**src/rtl/peri_mems_mic_pkg.sv**
```systemverilog
// rtl/peri_mems_mic_pkg.sv - register map, bit positions and FIFO entry type for the PDM mic array
package peri_mems_mic_pkg;

    localparam logic [1:0] ADDR_DATA   = 2'd0;
    localparam logic [1:0] ADDR_STATUS = 2'd1;
    localparam logic [1:0] ADDR_CTRL   = 2'd2;
    localparam logic [1:0] ADDR_THRESH = 2'd3;

    localparam int CTRL_EN_BIT     = 0;
    localparam int CTRL_N_LSB      = 1;
    localparam int CTRL_N_MSB      = 3;
    localparam int CTRL_STEREO_BIT = 4;
    localparam int STAT_OVF_BIT    = 7;
    localparam int STAT_TAG_BIT    = 6;

    localparam logic [7:0] CTRL_RESET = 8'h0C;

    localparam logic TAG_L = 1'b0;
    localparam logic TAG_R = 1'b1;

    typedef struct packed {
        logic [7:0] count;
        logic       tag;
    } fifo_entry_t;

    // Index of the last sample in a 2^N window; N=0 behaves as N=1.
    function automatic logic [6:0] win_last(input logic [2:0] n);
        logic [2:0] ne;
        ne = (n == 3'd0) ? 3'd1 : n;
        return 7'((8'd1 << ne) - 8'd1);
    endfunction

endpackage

```
**src/rtl/peri_mems_mic_array_if.sv**
```systemverilog
// rtl/peri_mems_mic_array_if.sv - Wishbone register port of the PDM mic array
interface peri_mems_mic_array_if;

    logic       wb_we_i;
    logic [1:0] wb_adr_i;
    logic [7:0] wb_dat_i;
    logic       wb_stb_i;
    logic [7:0] wb_dat_o;
    logic       wb_ack_o;

    modport master (
        output wb_we_i, wb_adr_i, wb_dat_i, wb_stb_i,
        input  wb_dat_o, wb_ack_o
    );

    modport slave (
        input  wb_we_i, wb_adr_i, wb_dat_i, wb_stb_i,
        output wb_dat_o, wb_ack_o
    );

endinterface

```
**src/rtl/peri_sync_fifo.sv**
```systemverilog
// rtl/peri_sync_fifo.sv - single-clock FIFO with registered storage and first-word fall-through head
module peri_sync_fifo #(
    parameter int Width = 9,
    parameter int Depth = 16
) (
    input  logic                       clk_i,
    input  logic                       rst_i,
    input  logic                       flush_i,
    input  logic                       push_i,
    input  logic [Width-1:0]           data_i,
    input  logic                       pop_i,
    output logic [Width-1:0]           data_o,
    output logic                       full_o,
    output logic                       empty_o,
    output logic [$clog2(Depth):0]     level_o
);

    localparam int AW = $clog2(Depth);
    localparam int LW = AW + 1;

    logic [Width-1:0] mem_q [Depth];
    logic [Width-1:0] mem_d [Depth];
    logic [AW-1:0]    wr_q, wr_d, rd_q, rd_d;
    logic [LW-1:0]    lvl_q, lvl_d;
    logic             do_push, do_pop;

    always_comb begin
        full_o  = (lvl_q == LW'(Depth));
        empty_o = (lvl_q == '0);
        do_pop  = pop_i && !empty_o;
        // A pop frees the slot, so a push while full still lands.
        do_push = push_i && (!full_o || do_pop);
        mem_d   = mem_q;
        wr_d    = wr_q;
        rd_d    = rd_q;
        if (do_push) begin
            mem_d[wr_q] = data_i;
            wr_d        = wr_q + AW'(1);
        end
        if (do_pop) begin
            rd_d = rd_q + AW'(1);
        end
        lvl_d = lvl_q + LW'(do_push) - LW'(do_pop);
        if (flush_i) begin
            wr_d  = '0;
            rd_d  = '0;
            lvl_d = '0;
        end
    end

    always_ff @(posedge clk_i) begin
        if (rst_i) begin
            wr_q  <= '0;
            rd_q  <= '0;
            lvl_q <= '0;
        end else begin
            wr_q  <= wr_d;
            rd_q  <= rd_d;
            lvl_q <= lvl_d;
        end
        mem_q <= mem_d;
    end

    assign data_o  = mem_q[rd_q];
    assign level_o = lvl_q;

endmodule

```
**src/rtl/peri_mems_mic_array.sv**
```systemverilog
// rtl/peri_mems_mic_array.sv - PDM mic array: clock divider, per-channel ones counters, sample FIFO, Wishbone regs
// Build option PERI_MEMS_MIC_IRQ_EN enables THRESH and the level/overflow interrupt.
module peri_mems_mic_array
    import peri_mems_mic_pkg::*;
#(
    parameter int TicksPerHz = 2,
    parameter int Channels   = 2,
    parameter int FifoDepth  = 16
) (
    input  logic                  clk_i,
    input  logic                  rst_i,
    peri_mems_mic_array_if.slave  wb,
    output logic                  mic_clk_o,
    input  logic                  mic_data_i,
    output logic                  irq_o
);

    localparam int DW = $clog2(TicksPerHz + 1);
    localparam int LW = $clog2(FifoDepth) + 1;

    logic [7:0]    ctrl_q, ctrl_d;
    logic          ovf_q, ovf_d;
    logic          flush_q, flush_d;
    logic [DW-1:0] div_q, div_d;
    logic          mclk_q, mclk_d;
    logic [7:0]    acc_l_q, acc_l_d, acc_r_q, acc_r_d;
    logic [6:0]    cnt_l_q, cnt_l_d, cnt_r_q, cnt_r_d;
`ifdef PERI_MEMS_MIC_IRQ_EN
    logic [7:0]    thresh_q, thresh_d;
`endif

    logic          wr_en, rd_en, enable, stereo, tick, fall, rise;
    logic [6:0]    last;
    logic [7:0]    sum_l, sum_r, rdata;
    logic          push, pop, full, empty;
    logic [LW-1:0] level;
    fifo_entry_t   push_data, head;

    always_comb begin
        wr_en  = wb.wb_stb_i && wb.wb_we_i;
        rd_en  = wb.wb_stb_i && !wb.wb_we_i;
        enable = ctrl_q[CTRL_EN_BIT];
        stereo = (Channels == 2) && ctrl_q[CTRL_STEREO_BIT];
        last   = win_last(ctrl_q[CTRL_N_MSB:CTRL_N_LSB]);
        tick   = enable && !flush_q && (div_q == DW'(TicksPerHz - 1));
        // Sampling happens in the cycle before the registered clock edge.
        fall   = tick && mclk_q;
        rise   = tick && !mclk_q && stereo;
        sum_l  = acc_l_q + {7'd0, mic_data_i};
        sum_r  = acc_r_q + {7'd0, mic_data_i};

        ctrl_d  = ctrl_q;
        flush_d = wr_en && (wb.wb_adr_i == ADDR_CTRL);
        if (flush_d) begin
            ctrl_d = wb.wb_dat_i;
            if (Channels == 1) ctrl_d[CTRL_STEREO_BIT] = 1'b0;
        end

        div_d  = div_q;
        mclk_d = mclk_q;
        if (!enable || flush_q) begin
            div_d  = '0;
            mclk_d = 1'b0;
        end else if (tick) begin
            div_d  = '0;
            mclk_d = !mclk_q;
        end else begin
            div_d = div_q + DW'(1);
        end

        acc_l_d   = acc_l_q;
        cnt_l_d   = cnt_l_q;
        acc_r_d   = acc_r_q;
        cnt_r_d   = cnt_r_q;
        push      = 1'b0;
        push_data = '{count: sum_l, tag: TAG_L};
        if (flush_q) begin
            acc_l_d = '0;
            cnt_l_d = '0;
            acc_r_d = '0;
            cnt_r_d = '0;
        end else begin
            if (fall) begin
                if (cnt_l_q == last) begin
                    push    = 1'b1;
                    acc_l_d = '0;
                    cnt_l_d = '0;
                end else begin
                    acc_l_d = sum_l;
                    cnt_l_d = cnt_l_q + 7'd1;
                end
            end
            if (rise) begin
                if (cnt_r_q == last) begin
                    push      = 1'b1;
                    push_data = '{count: sum_r, tag: TAG_R};
                    acc_r_d   = '0;
                    cnt_r_d   = '0;
                end else begin
                    acc_r_d = sum_r;
                    cnt_r_d = cnt_r_q + 7'd1;
                end
            end
        end

        pop   = rd_en && (wb.wb_adr_i == ADDR_DATA) && !empty;
        ovf_d = ovf_q;
        if (wr_en && (wb.wb_adr_i == ADDR_STATUS) && wb.wb_dat_i[STAT_OVF_BIT]) ovf_d = 1'b0;
        if (push && full && !pop) ovf_d = 1'b1;

`ifdef PERI_MEMS_MIC_IRQ_EN
        thresh_d = thresh_q;
        if (wr_en && (wb.wb_adr_i == ADDR_THRESH)) thresh_d = wb.wb_dat_i;
`endif

        rdata = '0;
        case (wb.wb_adr_i)
            ADDR_DATA:   rdata = empty ? 8'h00 : head.count;
            ADDR_STATUS: begin
                rdata[STAT_OVF_BIT] = ovf_q;
                rdata[STAT_TAG_BIT] = empty ? TAG_L : head.tag;
                rdata[5:0]          = 6'(level);
            end
            ADDR_CTRL:   rdata = ctrl_q;
`ifdef PERI_MEMS_MIC_IRQ_EN
            ADDR_THRESH: rdata = thresh_q;
`else
            ADDR_THRESH: rdata = 8'h00;
`endif
        endcase
    end

    always_ff @(posedge clk_i) begin
        if (rst_i) begin
            ctrl_q   <= CTRL_RESET;
            ovf_q    <= 1'b0;
            flush_q  <= 1'b0;
            div_q    <= '0;
            mclk_q   <= 1'b0;
            acc_l_q  <= '0;
            cnt_l_q  <= '0;
            acc_r_q  <= '0;
            cnt_r_q  <= '0;
`ifdef PERI_MEMS_MIC_IRQ_EN
            thresh_q <= '0;
`endif
        end else begin
            ctrl_q   <= ctrl_d;
            ovf_q    <= ovf_d;
            flush_q  <= flush_d;
            div_q    <= div_d;
            mclk_q   <= mclk_d;
            acc_l_q  <= acc_l_d;
            cnt_l_q  <= cnt_l_d;
            acc_r_q  <= acc_r_d;
            cnt_r_q  <= cnt_r_d;
`ifdef PERI_MEMS_MIC_IRQ_EN
            thresh_q <= thresh_d;
`endif
        end
    end

    peri_sync_fifo #(
        .Width ($bits(fifo_entry_t)),
        .Depth (FifoDepth)
    ) u_fifo (
        .clk_i   (clk_i),
        .rst_i   (rst_i),
        .flush_i (flush_q),
        .push_i  (push),
        .data_i  (push_data),
        .pop_i   (pop),
        .data_o  (head),
        .full_o  (full),
        .empty_o (empty),
        .level_o (level)
    );

    assign wb.wb_ack_o = wb.wb_stb_i;
    assign wb.wb_dat_o = rdata;
    assign mic_clk_o   = mclk_q;
`ifdef PERI_MEMS_MIC_IRQ_EN
    assign irq_o = ((thresh_q != 8'h00) && (8'(level) >= thresh_q)) || ovf_q;
`else
    assign irq_o = 1'b0;
`endif

endmodule

```
**src/flat_wrapper.sv**
```systemverilog
// flat-port wrapper written by rule: the top's interface ports become plain ports
module peri_mems_mic_array_flat import peri_mems_mic_pkg::*;
#(
    parameter int TicksPerHz = 2,
    parameter int Channels   = 2,
    parameter int FifoDepth  = 16
)
  (clk_i, rst_i, mic_clk_o, mic_data_i, irq_o, wb_wb_we_i, wb_wb_adr_i, wb_wb_dat_i, wb_wb_stb_i, wb_wb_dat_o, wb_wb_ack_o);
  peri_mems_mic_array_if wb_i ();
  input  logic clk_i;
  input  logic rst_i;
  output logic mic_clk_o;
  input  logic mic_data_i;
  output logic irq_o;
  input wire logic [$bits(wb_i.wb_we_i)-1:0] wb_wb_we_i;
  input wire logic [$bits(wb_i.wb_adr_i)-1:0] wb_wb_adr_i;
  input wire logic [$bits(wb_i.wb_dat_i)-1:0] wb_wb_dat_i;
  input wire logic [$bits(wb_i.wb_stb_i)-1:0] wb_wb_stb_i;
  output wire logic [$bits(wb_i.wb_dat_o)-1:0] wb_wb_dat_o;
  output wire logic [$bits(wb_i.wb_ack_o)-1:0] wb_wb_ack_o;
  assign wb_i.wb_we_i = wb_wb_we_i;
  assign wb_i.wb_adr_i = wb_wb_adr_i;
  assign wb_i.wb_dat_i = wb_wb_dat_i;
  assign wb_i.wb_stb_i = wb_wb_stb_i;
  assign wb_wb_dat_o = wb_i.wb_dat_o;
  assign wb_wb_ack_o = wb_i.wb_ack_o;
  peri_mems_mic_array #(.TicksPerHz(TicksPerHz), .Channels(Channels), .FifoDepth(FifoDepth)) u_core (.clk_i(clk_i), .rst_i(rst_i), .wb(wb_i), .mic_clk_o(mic_clk_o), .mic_data_i(mic_data_i), .irq_o(irq_o));
endmodule
```
**config.mk**
```make
export PLATFORM = sky130hd
export DESIGN_NAME = peri_mems_mic_array_flat
export DESIGN_NICKNAME = d
export VERILOG_FILES = /design/src/rtl/peri_mems_mic_pkg.sv /design/src/rtl/peri_mems_mic_array_if.sv /design/src/rtl/peri_sync_fifo.sv /design/src/rtl/peri_mems_mic_array.sv /design/src/flat_wrapper.sv
export SDC_FILE = /design/constraint.sdc
export NUM_CORES = 1
export LEC_CHECK = 0
export ABC_AREA = 1
export BUFFER_PORTS_ARGS = -buffer_cell sky130_fd_sc_hd__buf_4
export CAP_MARGIN = 15
export CORE_ASPECT_RATIO = 0.75
export CORE_MARGIN = 2
export CORE_UTILIZATION = 56
export CTS_CLUSTER_DIAMETER = 50
export DETAILED_ROUTE_END_ITERATION = 8
export PLACE_DENSITY = 0.74
export RECOVER_POWER = 100
export SKIP_CTS_REPAIR_TIMING = 1
export SYNTH_ARGS = -nofsm -noshare
export SYNTH_HDL_FRONTEND = slang
export SYNTH_SLANG_ARGS = --single-unit
```
**constraint.sdc**
```tcl
create_clock -name clk_i -period 3.4 [get_ports clk_i]
set_clock_uncertainty 0.2 [all_clocks]
set_input_delay 0.34 -clock clk_i [delete_from_list [all_inputs] [get_ports clk_i]]
set_output_delay 0.34 -clock clk_i [all_outputs]
set_load 0.01 [all_outputs]
```
==> results of run 1 <==
## through the flow
step | total power, mW | cell area (um2) | setup TNS, ns | instances
floorplan | 2.90 | 8940 | 0 | 892
global placement | 3.00 | 9490 | 0 | 1117
detailed placement | 3.01 | 9490 | 0 | 1117
CTS | 5.20 | 10100 | 0 | 1148
global route | 5.37 | 10300 | -0.0352 | 1163
finish | 5.20 | 10300 | 0 | 1163
## routing by layer
metal	vias to the layer above	global-route usage, %
met1	3170	40.3
met5	-	0
met2	302	38.3
li1	3197	-
met3	23	5.32
met4	0	6.42
## power by group through the flow
| stage | registers (mW) | logic (mW) | clock network (mW) |
|---|---|---|---|
| finish | 2.62 | 0.367 | 2.21 |
| global route | 2.62 | 0.413 | 2.34 |
| CTS | 2.62 | 0.351 | 2.23 |
| detailed placement | 2.67 | 0.344 | 0 |
| global placement | 2.67 | 0.335 | 0 |
| floorplan | 2.66 | 0.231 | 0 |
## cell type report
cell class                 instances  area [um2]  area share (%)
sequential                       200        5450            53.0
multi-input combinational        597        3130            30.4
timing repair buffer              75         581            5.65
clock buffer                      17         425            4.14
tap                              205         256            2.50
clock inverter                    14         226            2.20
inverter                          55         211            2.06
## flip-flops by register name (all words and copies together), names as in the netlist
signal                 flops
u_core.acc_l_q             8
u_core.ctrl_q              8
u_core.ovf_q               1
u_core.u_fifo.wr_q         4
u_core.acc_r_q             8
u_core.cnt_r_q             7
u_core.div_q               2
u_core.u_fifo.mem_q      144
u_core.u_fifo.level_o      5
u_core.mic_clk_o           1
u_core.u_fifo.rd_q         4
u_core.flush_q             1
u_core.cnt_l_q             7
## placed cells by master, fill, tap and decap left out, types with 12 or more instances in the layout
cell,count
ha_1,17
xor2_1,16
nand2_1,144
a21oi_1,39
buf_4,61
nor2_1,147
nand3_1,58
o21ai_0,80
edfxtp_1,144
o211ai_1,27
inv_1,48
dfxtp_1,54
clkbuf_16,17
o22ai_1,12
## final timing paths
kind | from | end | slack, ns | depth (start not counted)
max | u_core.ctrl_q[2]$_SDFFE_PP1P_ | u_core.u_fifo.level_o[4]$_SDFF_PP0_ | 0.17 | 20
min | wb_wb_dat_i[1] | u_core.ctrl_q[1]$_SDFFE_PP0P_ | 0.04 | 3
max reg2reg | u_core.ctrl_q[2]$_SDFFE_PP1P_ | u_core.u_fifo.level_o[4]$_SDFF_PP0_ | 0.17 | 20
min reg2reg | u_core.div_q[0]$_SDFF_PP0_ | u_core.div_q[0]$_SDFF_PP0_ | 0.22 | 1
## worst max-delay path: cells and delay by family, from the launching register on
kind                     cells  cell delay [ns]
flip-flops                   1             0.32
AND/OR/NAND/NOR             11             1.16
AO/OA/AOI/OAI                3             0.28
buffers and inverters        2             0.08
adder cells (fa/ha/maj)      4             1.11
## cell usage after synthesis
cell type	n
nor2_4	3
nand3_2	4
inv_6	1
nand2_1	144
o31ai_1	2
clkinv_1	2
o211ai_1	27
inv_2	4
o21ai_0	81
dfxtp_1	56
buf_2	6
edfxtp_1	144
o221ai_1	8
fa_1	1
inv_1	48
nor3b_1	2
or2_2	1
nand3_1	58
buf_4	3
a21oi_1	39
nand3_4	2
nor3_1	2
nor2_1	146
buf_1	3
nand2_4	6
nor2_2	2
conb_1	2
nor3_2	1
xnor2_1	5
xor2_1	16
clkbuf_1	27
ha_1	19
nand4_1	7
o22ai_1	12
nand3b_1	1
buf_6	1
o21ai_1	3
nand3b_2	1
nand2_2	1
a31oi_1	1
## cells by family after synthesis
kind of cell	count (synthesis)	synth area share [%]
compound gates	173	11.0
xor+xnor	21	2.06
fa+ha+maj	20	2.88
simple gates	381	18.8
flops	200	60.9
buf+inv	95	4.34
other cells	2	0.0840
==> results.sh, run 1 <==
export IMPL_finalSetupViolCount=0
export IMPL_switching_share_pct=22.3
export IMPL_slew_headroom_pct=46.9
export IMPL_cp_slowest_cell="fa_2"
export IMPL_syn_cell_area_um2=8940
export IMPL_fillers=1192
export IMPL_required_ns=3.56
export IMPL_wl_met2_um=9510
export IMPL_cts_sinks=200
export IMPL_wl_per_cell_um=18.4
export IMPL_wl_met3_um=1850
export IMPL_sequentialPowerShare_pct=50.3
export IMPL_maxSlewViolCount=0
export IMPL_antenna_found_initial=0
export IMPL_cts_buffers_inserted=17
export IMPL_comb_power_share_pct=7.1
export IMPL_drtIter0Drc=697
export IMPL_synth_top_area_share_pct=48.3
export IMPL_ioPinCount=26
export IMPL_die_area_um2=17000
export IMPL_vias=6692
export IMPL_initial_core_util_pct=58.0
export IMPL_port_buffers=24
export IMPL_setup_slack_ns=0.169
export IMPL_synth_top_cell_by_area="edfxtp_1"
export IMPL_cp_arrival_ns=3.40
export IMPL_place_ws_ns=0.0591
export IMPL_nets=981
export IMPL_status="finished, final reports clean"
export IMPL_crit_fanout=6
export IMPL_drtAntennaViolNets=0
export IMPL_timing_critical_path_mode_cell="nand2_1"
export IMPL_cts_buffer_depth=2
export IMPL_postSynthCellCount=892
export IMPL_hp_class="in2reg"
export IMPL_ys_types=40
export IMPL_p_clk_share_pct=42.6
export IMPL_max_cap_violations=0
export IMPL_synth_warnings=0
export IMPL_viasPerCell=5.75
export IMPL_synth_seq_cells=200
export IMPL_place_gp_congestion=0.849
export IMPL_die_w_um=150
export IMPL_met1_length_um=9760
export IMPL_synth_net_count=927
export IMPL_drive_gt1_share_pct=12.8
export IMPL_top_layer="met4"
export IMPL_p_int_mw=4.04
export IMPL_yosysSeqAreaShare_pct=60.9
export IMPL_fmax_mhz=310
export IMPL_tritoncts="yes"
export IMPL_core_area_um2=15400
export IMPL_p_sw_mw=1.16
export IMPL_crit_type="reg2reg"
export IMPL_fin_crit_sh_pct=95.0
export IMPL_clk_latency_ns=0.44
export IMPL_syn_to_final_growth_pct=14.9
export IMPL_dpl_hpwl_um=13700
export IMPL_critPathCaptureType="register"
export IMPL_antennaDiodeCount=0
export IMPL_avgSynthCellArea_um2=10.0
export IMPL_rows=39
export IMPL_period_minus_slack_ns=3.23
export IMPL_synth_area_leaders="edfxtp_1, dfxtp_1, nor2_1"
export IMPL_track_usage_pct=26.2
export IMPL_htree_num_levels=4
export IMPL_pwr_density_cell_nw_per_um2=506
export IMPL_grt_overflow=0
export IMPL_die_h_um=113
export IMPL_worst_hold_slack_ns=0.0379
export IMPL_fin_util_pct=66.7
export IMPL_clk_pin_slew_ns=0.08
export IMPL_grt_pass1_vias=6112
export IMPL_critPathLaunchType="register"
export IMPL_slowest_delay_ns=0.37
export IMPL_cts_root_buf="clkbuf_16"
export IMPL_leakage_nw=3.82
export IMPL_first_pass_iters=5
export IMPL_grt_pass1_wl_um=33100
export IMPL_wl_um=21400
export IMPL_hold_viol=0
export IMPL_route_detailed_drc=0
export IMPL_cp_cell_sequence="or2_4, ha_4, inv_1, nand2_1, nand3_1, nor2_1, nand2_1, nor2_4, nand3_4, nand2_4, nand2_4, ha_1, inv_1, ha_2, fa_2, nand2_1, a21oi_1, nor2_1, o21ai_1, a21oi_1"
export IMPL_tightest_slew_ns=0.792
export IMPL_grt_start_max_net_pins=76
export IMPL_irDropWorstVdd_v=0.000402
Note: power is estimated with default switching activity, not from simulation.
==> run 2: changes to the inputs <==
--- a/config.mk
+++ b/config.mk
@@ -18,4 +18,5 @@
 export SKIP_CTS_REPAIR_TIMING = 1
 export SYNTH_ARGS = -nofsm -noshare
 export SYNTH_HDL_FRONTEND = slang
+export SYNTH_HIERARCHICAL = 1
 export SYNTH_SLANG_ARGS = --single-unit
==> results.sh, run 2 <==
export IMPL_drtAntennaViolNets=0
export IMPL_place_gp_congestion=0.863
export IMPL_drive_gt1_share_pct=8.44
export IMPL_nets=1052
export IMPL_synth_top_area_share_pct=47.0
export IMPL_synth_warnings=6
export IMPL_largest_reg_flops=144
export IMPL_cts_buffer_depth=2
export IMPL_cts_buffers_inserted=17
export IMPL_crit_family="adder cells"
export IMPL_cp_cell_sequence="inv_1, ha_1, nand3_1, inv_1, inv_1, nand2_1, nor3b_2, inv_1, nand4_1, nand2_2, ha_1, inv_1, ha_1, inv_1, fa_1, inv_1, nand2_1, nand2_1, a21oi_1, nand2_1, nand2_1, nor2_1"
export IMPL_die_area_um2=17500
export IMPL_grt_overflow=0
export IMPL_grt_pass1_vias=6134
export IMPL_yosysSeqAreaShare_pct=59.2
export IMPL_leakage_nw=3.88
export IMPL_pwr_density_cell_nw_per_um2=471
export IMPL_die_h_um=115
export IMPL_critPathCaptureType="register"
export IMPL_crit_fanout=4
export IMPL_cts_sinks=200
export IMPL_critPathLaunchType="register"
export IMPL_hold_depth=3
export IMPL_first_pass_iters=5
export IMPL_core_area_um2=16100
export IMPL_tightest_slew_ns=1.39
export IMPL_dpl_hpwl_um=13500
export IMPL_grt_pass1_wl_um=32500
export IMPL_ioPinCount=26
export IMPL_max_cap_violations=0
export IMPL_required_ns=3.57
export IMPL_syn_cell_area_um2=9210
export IMPL_yosysMostFrequentCell="nand2_1"
export IMPL_wl_per_cell_um=16.7
export IMPL_synthArstFlopShare_pct=0
export IMPL_port_buffers=24
export IMPL_fmax_mhz=318
export IMPL_synth_top_cell_by_area="edfxtp_1"
export IMPL_setup_tns_ns=0
export IMPL_cp_arrival_ns=3.31
export IMPL_irDropWorstVdd_v=0.000319
export IMPL_wl_um=20700
export IMPL_viasPerCell=5.52
export IMPL_ys_types=41
export IMPL_hp_class="in2reg"
export IMPL_finalSetupViolCount=0
export IMPL_synth_seq_cells=200
export IMPL_synth_area_leaders="edfxtp_1, dfxtp_1, nand2_1"
export IMPL_final_cell_mix="nand2_1, edfxtp_1, nor2_1, nand3_1, inv_1"
export IMPL_grt_start_max_net_pins=94
export IMPL_regMostFlops="u_core/u_fifo/mem_q"
export IMPL_tritoncts="yes"
export IMPL_syn_to_final_growth_pct=10.8
export IMPL_slew_headroom_pct=7.02
export IMPL_reg2reg_from="u_core/u_fifo/level_o[2]$_SDFF_PP0_"
export IMPL_cp_slowest_cell="fa_1"
export IMPL_slowest_delay_ns=0.40
export IMPL_vias=6850
export IMPL_final_common_cell="nand2_1"
export IMPL_rr_worst_depth=22
export IMPL_r2r_end="u_core/u_fifo/level_o[4]$_SDFF_PP0_"
export IMPL_status="finished, final reports clean"
export IMPL_yosys_most_used_dff="edfxtp_1"
export IMPL_clk_pin_slew_ns=0.07
export IMPL_die_w_um=152
export IMPL_antenna_found_initial=0
export IMPL_min_to="u_core/ctrl_q[0]$_SDFFE_PP0P_"
export IMPL_fin_crit_sh_pct=92.4
export IMPL_maxSlewViolCount=0
export IMPL_postSynthCellCount=971
export IMPL_timing_critical_path_mode_cell="inv_1"
export IMPL_track_usage_pct=24.2
export IMPL_hold_start="wb_wb_dat_i[0]"
export IMPL_antennaDiodeCount=0
export IMPL_fin_util_pct=63.5
export IMPL_cts_root_buf="clkbuf_16"
export IMPL_hold_viol=0
export IMPL_r2r_setup_slack_ns=0.26
export IMPL_initial_core_util_pct=57.3
export IMPL_rows=40
export IMPL_synth_edf_count=144
export IMPL_period_minus_slack_ns=3.14
export IMPL_route_detailed_drc=0
export IMPL_avgSynthCellArea_um2=9.48
export IMPL_crit_type="reg2reg"
export IMPL_synth_net_count=1005
export IMPL_clk_latency_ns=0.43
export IMPL_crit_buf_inv=7
export IMPL_rsz0062_at_grt="false"
export IMPL_yosys_top_cells_count="nand2_1, edfxtp_1, nor2_1, nand3_1, inv_1"
export IMPL_htree_num_levels=4
export IMPL_drtIter0Drc=766
==> run 2: power breakdown <==
part | total (mW) | internal [mW] | switching (mW)
registers | 2.61 | 2.59 | 0.0154
clock network | 1.95 | 1.03 | 0.919
logic | 0.249 | 0.0897 | 0.159
total | 4.80 | 3.71 | 1.09
==> run 2: layer usage <==
| metal | GRT usage [%] | up-vias | wire length [um] |
|---|---|---|---|
| met3 | 4.22 | 18 | 1600 |
| met5 | 0 | - | 0 |
| met1 | 36.2 | 3223 | 9840 |
| met2 | 36.8 | 259 | 9090 |
| met4 | 7.29 | 0 | 219 |
| li1 | - | 3350 | - |
==> run 2: tightest hold or removal path: stages <==
cell,delay [ns]
buf_4,0.08
o21ai_0,0.08
a21oi_1,0.12
==> run 2: logic make-up (layout without fill, tap and decap cells) <==
logic type	after synthesis	count (layout)	share of synthesized area, %
AND/OR/NAND/NOR	501	501	23.4
flip-flops	200	200	59.2
buffers and inverters	118	178	5.68
AO/OA/AOI/OAI	113	113	7.22
adder cells (fa/ha/maj)	19	19	2.66
XOR/XNOR	19	19	1.81
other	1	1	0.0407
==> run 2: cell type report <==
type | instances | area [um2]
clock inverters | 14 | 135
multi-input cells | 653 | 3200
flip-flops and latches | 200 | 5450
repair buffers | 61 | 393
inverters | 85 | 324
well taps | 210 | 263
clock buffers | 18 | 429
fillers | 1256 | 5870
==> run 2: worst max-delay path by stage <==
stage,start,to,slack [ns],cells past startpoint
floorplan,u_core/u_fifo/level_o[2]$_SDFF_PP0_,u_core/u_fifo/level_o[4]$_SDFF_PP0_,0.40,21
global placement,u_core/u_fifo/level_o[2]$_SDFF_PP0_,u_core/u_fifo/level_o[4]$_SDFF_PP0_,0.30,22
detailed placement,u_core/u_fifo/level_o[3]$_SDFF_PP0_,u_core/u_fifo/level_o[4]$_SDFF_PP0_,0.18,22
CTS,u_core/u_fifo/level_o[2]$_SDFF_PP0_,u_core/u_fifo/level_o[4]$_SDFF_PP0_,0.14,22
global route,u_core/u_fifo/level_o[2]$_SDFF_PP0_,u_core/u_fifo/level_o[4]$_SDFF_PP0_,0.04,22
finish,u_core/u_fifo/level_o[2]$_SDFF_PP0_,u_core/u_fifo/level_o[4]$_SDFF_PP0_,0.26,22
==> run 2: per-stage QoR <==
stage / power, mW / cells / setup slack, ns / instance area [um2] / hold WS [ns]
floorplan: 2.82 / 971 / 0.400 / 9210 / 0.198
finish: 4.80 / 1241 / 0.257 / 10200 / 0.0305
detailed placement: 2.91 / 1201 / 0.177 / 9690 / 0.214
CTS: 4.83 / 1233 / 0.141 / 10300 / -0.125
global route: 4.95 / 1241 / 0.0383 / 10200 / 0.0379
global placement: 2.91 / 1201 / 0.298 / 9690 / 0.209
